==> config.mk <==
export PLATFORM = sky130hd
export DESIGN_NAME = program_loader
export DESIGN_NICKNAME = d
export VERILOG_FILES = /design/src/rtl/program_loader.sv
export SDC_FILE = /design/constraint.sdc
export NUM_CORES = 1
export LEC_CHECK = 0
export CAP_MARGIN = 25
export CORE_UTILIZATION = 40
export CTS_BUF_LIST = sky130_fd_sc_hd__clkbuf_8
export DETAILED_ROUTE_END_ITERATION = 10
export GPL_TIMING_DRIVEN = 1
export PLACE_DENSITY = 0.7
export SYNTH_ARGS = -nofsm -noshare
export SYNTH_HDL_FRONTEND = slang
export SYNTH_SLANG_ARGS = --single-unit
export TNS_END_PERCENT = 20
==> constraint.sdc <==
create_clock -name i_clock -period 3.4 [get_ports i_clock]
set_clock_uncertainty 0.2 [all_clocks]
set_input_delay 1.02 -clock i_clock [delete_from_list [all_inputs] [get_ports i_clock]]
set_output_delay 1.02 -clock i_clock [all_outputs]
set_load 0.01 [all_outputs]
==> src/rtl/program_loader.sv <==
// Serial program loader: assembles bytes MSB-first into instruction words and
// writes them sequentially into program memory until HALT_WORD is stored.
module program_loader #(
  parameter int                 NB_DATA        = 32,
  parameter int                 NB_BYTE        = 8,
  parameter int                 NB_ADDRESS     = 8,
  parameter int                 RAM_DEPTH      = 256,
  parameter logic [NB_DATA-1:0] HALT_WORD      = 32'hFFFFFFFF,
  parameter int                 TIMEOUT_CYCLES = 1000
) (
  input  logic                  i_clock,
  input  logic                  i_reset,
  input  logic                  i_load_start,
  input  logic [NB_BYTE-1:0]    i_rx_data,
  input  logic                  i_rx_valid,
  output logic [NB_DATA-1:0]    o_write_data,
  output logic [NB_ADDRESS-1:0] o_write_address,
  output logic                  o_write_enable,
  output logic                  o_busy,
  output logic                  o_load_done,
  output logic [1:0]            o_error,
  output logic [NB_ADDRESS:0]   o_word_count
);

  localparam int BYTES = NB_DATA / NB_BYTE;
  localparam int IDX_W = (BYTES > 1) ? $clog2(BYTES) : 1;
  localparam int TO_W  = $clog2(TIMEOUT_CYCLES + 1);
  localparam int CNT_W = NB_ADDRESS + 1;

  localparam logic [IDX_W-1:0]      LAST_IDX  = IDX_W'(BYTES - 1);
  localparam logic [NB_ADDRESS-1:0] LAST_ADDR = NB_ADDRESS'(RAM_DEPTH - 1);
  localparam logic [CNT_W-1:0]      CNT_MAX   = CNT_W'(RAM_DEPTH);
  localparam logic [TO_W-1:0]       TO_LAST   = TO_W'(TIMEOUT_CYCLES - 1);

  typedef enum logic [2:0] {
    S_IDLE, S_RECEIVE, S_WRITE, S_DONE, S_ERROR
  } state_e;

  state_e                state_q, state_d;
  logic [NB_DATA-1:0]    word_q, word_d;
  logic [IDX_W-1:0]      idx_q, idx_d;
  logic [NB_ADDRESS-1:0] addr_q, addr_d;
  logic [CNT_W-1:0]      count_q, count_d;
  logic [TO_W-1:0]       to_q, to_d;
  logic [1:0]            err_q, err_d;
  logic [NB_DATA-1:0]    wdata_q, wdata_d;
  logic [NB_ADDRESS-1:0] waddr_q, waddr_d;
  logic [NB_DATA-1:0]    shifted;

  assign shifted = {word_q[NB_DATA-NB_BYTE-1:0], i_rx_data};

  always_ff @(posedge i_clock) begin
    if (i_reset) begin
      state_q <= S_IDLE;
      word_q  <= '0;
      idx_q   <= '0;
      addr_q  <= '0;
      count_q <= '0;
      to_q    <= '0;
      err_q   <= '0;
      wdata_q <= '0;
      waddr_q <= '0;
    end else begin
      state_q <= state_d;
      word_q  <= word_d;
      idx_q   <= idx_d;
      addr_q  <= addr_d;
      count_q <= count_d;
      to_q    <= to_d;
      err_q   <= err_d;
      wdata_q <= wdata_d;
      waddr_q <= waddr_d;
    end
  end

  always_comb begin
    state_d = state_q;
    word_d  = word_q;
    idx_d   = idx_q;
    addr_d  = addr_q;
    count_d = count_q;
    to_d    = to_q;
    err_d   = err_q;
    wdata_d = wdata_q;
    waddr_d = waddr_q;
    unique case (state_q)
      S_IDLE, S_DONE, S_ERROR: begin
        // A byte arriving with the start pulse is dropped on purpose.
        if (i_load_start) begin
          state_d = S_RECEIVE;
          word_d  = '0;
          idx_d   = '0;
          addr_d  = '0;
          count_d = '0;
          to_d    = '0;
          err_d   = 2'b00;
        end
      end
      S_RECEIVE: begin
        if (i_rx_valid) begin
          word_d = shifted;
          to_d   = '0;
          if (idx_q == LAST_IDX) begin
            idx_d   = '0;
            wdata_d = shifted;
            waddr_d = addr_q;
            state_d = S_WRITE;
          end else begin
            idx_d = idx_q + 1'b1;
          end
        end else if (idx_q != '0) begin
          if (to_q == TO_LAST) begin
            state_d = S_ERROR;
            err_d   = 2'b10;
            idx_d   = '0;
            to_d    = '0;
          end else begin
            to_d = to_q + 1'b1;
          end
        end
      end
      S_WRITE: begin
        // Address saturates so an overflowing load never wraps back to 0.
        if (addr_q != LAST_ADDR) addr_d = addr_q + 1'b1;
        if (count_q != CNT_MAX) count_d = count_q + 1'b1;
        to_d  = '0;
        idx_d = '0;
        if (wdata_q == HALT_WORD) begin
          state_d = S_DONE;
        end else if (addr_q == LAST_ADDR) begin
          state_d = S_ERROR;
          err_d   = 2'b01;
        end else begin
          state_d = S_RECEIVE;
          if (i_rx_valid) begin
            word_d = shifted;
            idx_d  = IDX_W'(1);
          end
        end
      end
      default: state_d = S_IDLE;
    endcase
  end

  always_comb begin
    o_write_enable  = (state_q == S_WRITE);
    o_busy          = (state_q == S_RECEIVE) || (state_q == S_WRITE);
    o_load_done     = (state_q == S_DONE);
    o_error         = (state_q == S_ERROR) ? err_q : 2'b00;
    o_write_data    = wdata_q;
    o_write_address = waddr_q;
    o_word_count    = count_q;
  end

endmodule

Yosys cells after proc, flatten, opt, wreduce, memory -nomap -nowiden
Cells that the tools add are included.

storage, ports and cells
  bits in registers = 106
  bits of input ports = 12
  output and inout port bits = 54
  word-level logic and storage cells = 89

cells by class
  add/sub/neg operators = 4
  equality and inequality tests = 22
  muxes and demuxes = 40
  reduce and logical (&&, ||, !) cells = 14

operators with widths
  kind                                           number
  2-to-1 mux 32 bit                              4
  case mux 32 bit (3 select lines)               1
  2-to-1 mux 10 bit                              4
  == test 32 bit, second input constant          1
  case mux 10 bit (3 select lines)               1
  2-to-1 mux 2 bit                               11
  2-to-1 mux 3 bit                               7
  2-to-1 mux 9 bit                               2
  case mux 9 bit (2 select lines)                1
  2-to-1 mux 8 bit                               2
  case mux 8 bit (2 select lines)                1
  != test 2 bit, second input constant           6
  case mux 2 bit (3 select lines)                2
  AND reduction 3 bit                            4
  AND reduction 4 bit                            3
  adder 10 x 1 -> 10 bit, second input constant  1
  == test 10 bit, second input constant          1
  adder 9 x 1 -> 9 bit, second input constant    1
  != test 3 bit, second input constant           3
  != test 9 bit, second input constant           1
  case mux 3 bit (3 select lines)                1
  adder 8 x 1 -> 8 bit, second input constant    1
  == test 8 bit, second input constant           1
  != test 8 bit, second input constant           1
  other kinds (13)                               19

Depth between registers and ports, before layout
  depth in word-level cells = 5
  gate-level depth with buffers = 8
  depth with buffers taken out = 7

Worst setup path after synthesis
No wires, ideal clock.

  path kind = input port to flip-flop
  from = in i_rx_valid
  to = reg idx_q[0]
  library setup time = 0.092 ns
  arrival time = 2.359 ns
  required time = 3.108 ns
  path slack = 0.749 ns
  cell stages on the path = 7
  buffers on the path = 2
  cells stage by stage = clkbuf_1 or4b_1 a31oi_1 nor3_1 a21o_1 buf_2 o32ai_1

on the way
  longest elaborated chain between the ends = 4
  elaborated cells on any way between the ends = 8
  those cells by class = eq/ne (2); mux (5); reduce/logical (1)

ends and longest elaborated chain
  item                             line  RTL
  start: declaration               15    input logic i_rx_valid,
  2-to-1 mux 1 bit                 135   if (i_rx_valid) begin
  2-to-1 mux 1 bit                 130   end else if (addr_q == LAST_ADDR) begin
  2-to-1 mux 1 bit                 128   if (wdata_q == HALT_WORD) begin
  case mux 2 bit (3 select lines)  86    unique case (state_q)
  end signal: assignment           66    idx_q <= idx_d;
  end: declaration                 41    logic [IDX_W-1:0] idx_q, idx_d;

Several ways; a longest one is shown, not always the timed one.
A chain may end at the register's enable or synchronous reset.

Worst setup path in the final report
  from = reg state_q[1]
  to = out o_write_enable

on the way
  longest elaborated chain between the ends = 1

ends and longest elaborated chain
  item                      line  RTL
  start: declaration        39    state_e state_q, state_d;
  start signal: assignment  64    state_q <= state_d;
  == test 3 x 2 -> 1 bit    146   o_write_enable = (state_q == S_WRITE);
  end: declaration          18    output logic o_write_enable,

No other way between the ends.

==> results.json <==
{
  "synthesis.nets": 569,
  "clockBufferDepth": 2,
  "grt_pass1_wl_um": 17790,
  "fin_crit_sh": 0.9708,
  "ys_types": 58,
  "clkSinkCount": 98,
  "min_period_ns": 3.301,
  "async_flop_share": 0,
  "clk_latency_ns": 0.38,
  "io_buffer_count": 65,
  "dp_slack_ns": 0.1836,
  "hold_class": "register to register",
  "fin_area_mm2": 0.005456,
  "ys_seq_area_frac": 0.4353,
  "num_vias": 4085,
  "layout_commonest_cell": "dfxtp_1",
  "critPathLaunchType": "register",
  "synth_top_cell_by_area": "dfxtp_1",
  "ir_drop_v": 0.0002578,
  "synthSimpleGateAreaFrac": 0.2696,
  "cap_violations": 0,
  "synth_edf_count": 0,
  "grt_pass1_vias": 3791,
  "gp_congestion": 0.8546,
  "routed_wl_um": 10730,
  "fin_util": 0.5011,
  "grt_usage": 0.1911,
  "hold_depth": 2,
  "path_buf_inv": 2,
  "critical_path.slowest_cell": "clkdlybuf4s50_1",
  "synth.area.top_cells": "dfxtp_1 (44%), nand2_1 (7.8%), a21oi_1 (7.2%), nand2b_1 (3.2%), o21ai_0 (2.7%)",
  "pin_count": 66,
  "synth_top_family_by_area": "simple AND/OR/NAND/NOR gates",
  "synth_warnings": 0,
  "wl_per_cell_um": 14.39,
  "path_cells": "or3b_4 > inv_1 > clkdlybuf4s50_1",
  "diodes": 0,
  "synth_area_per_cell_um2": 8.179,
  "num_rows": 38,
  "via_per_inst": 5.476,
  "cpPeakStageDelay_ns": 0.56,
  "setup_viol": 0,
  "rsz0062_at_grt": "no",
  "synth_area_mm2": 0.004507,
  "drc": 0,
  "dr.pass1.iters": 5,
  "status": "finished clean",
  "worst_slack_ns": 0.09928,
  "cts_hold_buf": 0,
  "clkTransAtPathRegs_ns": 0.10,
  "fin_total_pwr_mw": 2.506,
  "timing.hold.ws_ns": 0.2598,
  "syn_to_final_growth_pct": 21.07,
  "ys_ff_latch": 98,
  "cts_buffers": 9,
  "synth.area.mux_share": 0.007218,
  "cp-end-kind": "primary output",
  "placed_cell_area_mm2": 0.005253,
  "fp.coreArea_mm2": 0.01089,
  "htreeDepth": 3,
  "crit_fanout": 19,
  "mostFrequentLayoutCells": "dfxtp_1 (97), nand2_1 (94), a21oi_1 (65), clkdlybuf4s50_1 (64), nor2_1 (27)",
  "ys.flop_type": "dfxtp_1",
  "synth_top_area_share": 0.4353,
  "cp.depth": 3,
  "cts_tree": "yes",
  "antenna_found_initial": 0,
  "die_h_um": 108.1,
  "cp_top_family": "buffers and inverters",
  "syn_inst": 551,
  "dp_cells": 730,
  "ant_nets": 0,
  "drt-initial-drc-count": 224,
  "tns_ns": 0,
  "slew_viol_final": 0,
  "nets": 619,
  "power_density_mw_per_mm2": 459.3,
  "grt-ovfl-total": 0,
  "crit_required_ns": 2.18,
  "fmax_ghz": 0.3030,
  "cp.arrival_ns": 2.08,
  "finalHoldViolCount": 0,
  "dp_hpwl_um": 7590,
  "synth_xor_area_frac": 0.02526,
  "relSlewSlack": 0.4591,
  "power_leakage_nw": 1.728,
  "grt_max_degree": 75,
  "stdcell_count": 746,
  "die-area_mm2": 0.01170,
  "drive_above_1_share": 0.06766,
  "root_buffer": "clkbuf_8",
  "tightestPinTransition_ns": 0.8113,
  "criticalPathCategory": "register to primary output",
  "die_w_um": 108.1,
  "r2r_cells": 5,
  "synth_compound_area_frac": 0.1982,
  "start_util": 0.4139,
  "yosys.area_share.adder": 0.01666
}
where the power goes:
group / total [mW] / switching (mW) / leakage, nW / internal [mW]
clock: 0.759 / 0.468 / 0.102 / 0.291
sequential: 1.24 / 0.0496 / 0.791 / 1.19
combinational: 0.508 / 0.332 / 0.835 / 0.175
cell type report:
cell class,count,area (um^2)
Timing Repair Buffer,75,733.2
Fill cell,1073,5431
Sequential cell,98,1963
Tap cell,140,175.2
Inverter,14,52.55
Multi-Input combinational cell,403,2330
Clock inverter,7,78.83
Clock buffer,9,123.9
state kept, by name, summed over array words and instances (netlist names):
signal,count
word_q,24
o_write_address,8
idx_q,2
err_q,2
addr_q,8
o_word_count,9
to_q,10
state_q,3
o_write_data,32
metal layers:
metal  GRT usage  wire length [um]  vias to the layer above
met5           0                 0                        -
met3     0.03617               475                       13
met2      0.3057              4937                      105
met4     0.06458               150                        0
li1            -                 -                     2052
met1      0.2571              5171                     1915
cells in the mapped netlist (2+ instances only):
cell / instances
xor2_1: 4
nor4_1: 6
a311oi_1: 2
o21ai_1: 4
nand4_1: 14
nor2_1: 27
and3_1: 3
ha_1: 6
or4_1: 6
xnor2_1: 9
a2111oi_0: 2
a41oi_1: 2
buf_2: 7
o31ai_1: 3
inv_1: 13
o32ai_1: 3
a211oi_1: 5
o41ai_1: 9
nor2b_1: 11
buf_6: 2
a31o_1: 2
nor3b_1: 11
dfxtp_1: 98
nor3_1: 3
a21o_1: 3
nand2b_1: 23
or3_1: 7
o21a_1: 2
o21ai_0: 24
a21oi_1: 65
clkbuf_1: 26
and2_1: 3
mux2_2: 2
nand2_1: 94
a31oi_1: 2
a31o_2: 6
nand3_1: 21
tightest hold or removal path, cell delays in order, from the launching register on:
cell     delay [ns]
dfxtp_1        0.32
nand2_1        0.05
a21oi_1        0.05
what timing repair did:
action                     CTS  global route
setup endpoints to repair    2             0
resized for setup            1             0
setup buffers                0             0
hold endpoints to repair     0             0
kinds of logic after synthesis:
kind of cell,Yosys count
AOI/OAI and AO/OA,143
xor gates and xnor gates,13
adders and majority gates,6
buffers and inverters,50
DFF,98
muxes,3
and+or+nand+nor,238
final timing paths:
path | slack (ns) | endpoint | startpoint
setup / recovery | 0.1 | o_write_enable | state_q[1]$_SDFFE_PP0P_
hold / removal | 0.26 | o_write_address[1]$_SDFFE_PP0P_ | o_write_address[1]$_SDFFE_PP0P_
setup reg to reg | 0.71 | err_q[1]$_SDFFE_PP0P_ | o_write_data[24]$_SDFFE_PP0P_
hold reg to reg | 0.26 | o_write_address[1]$_SDFFE_PP0P_ | o_write_address[1]$_SDFFE_PP0P_
(Power assumes the default switching activity.)
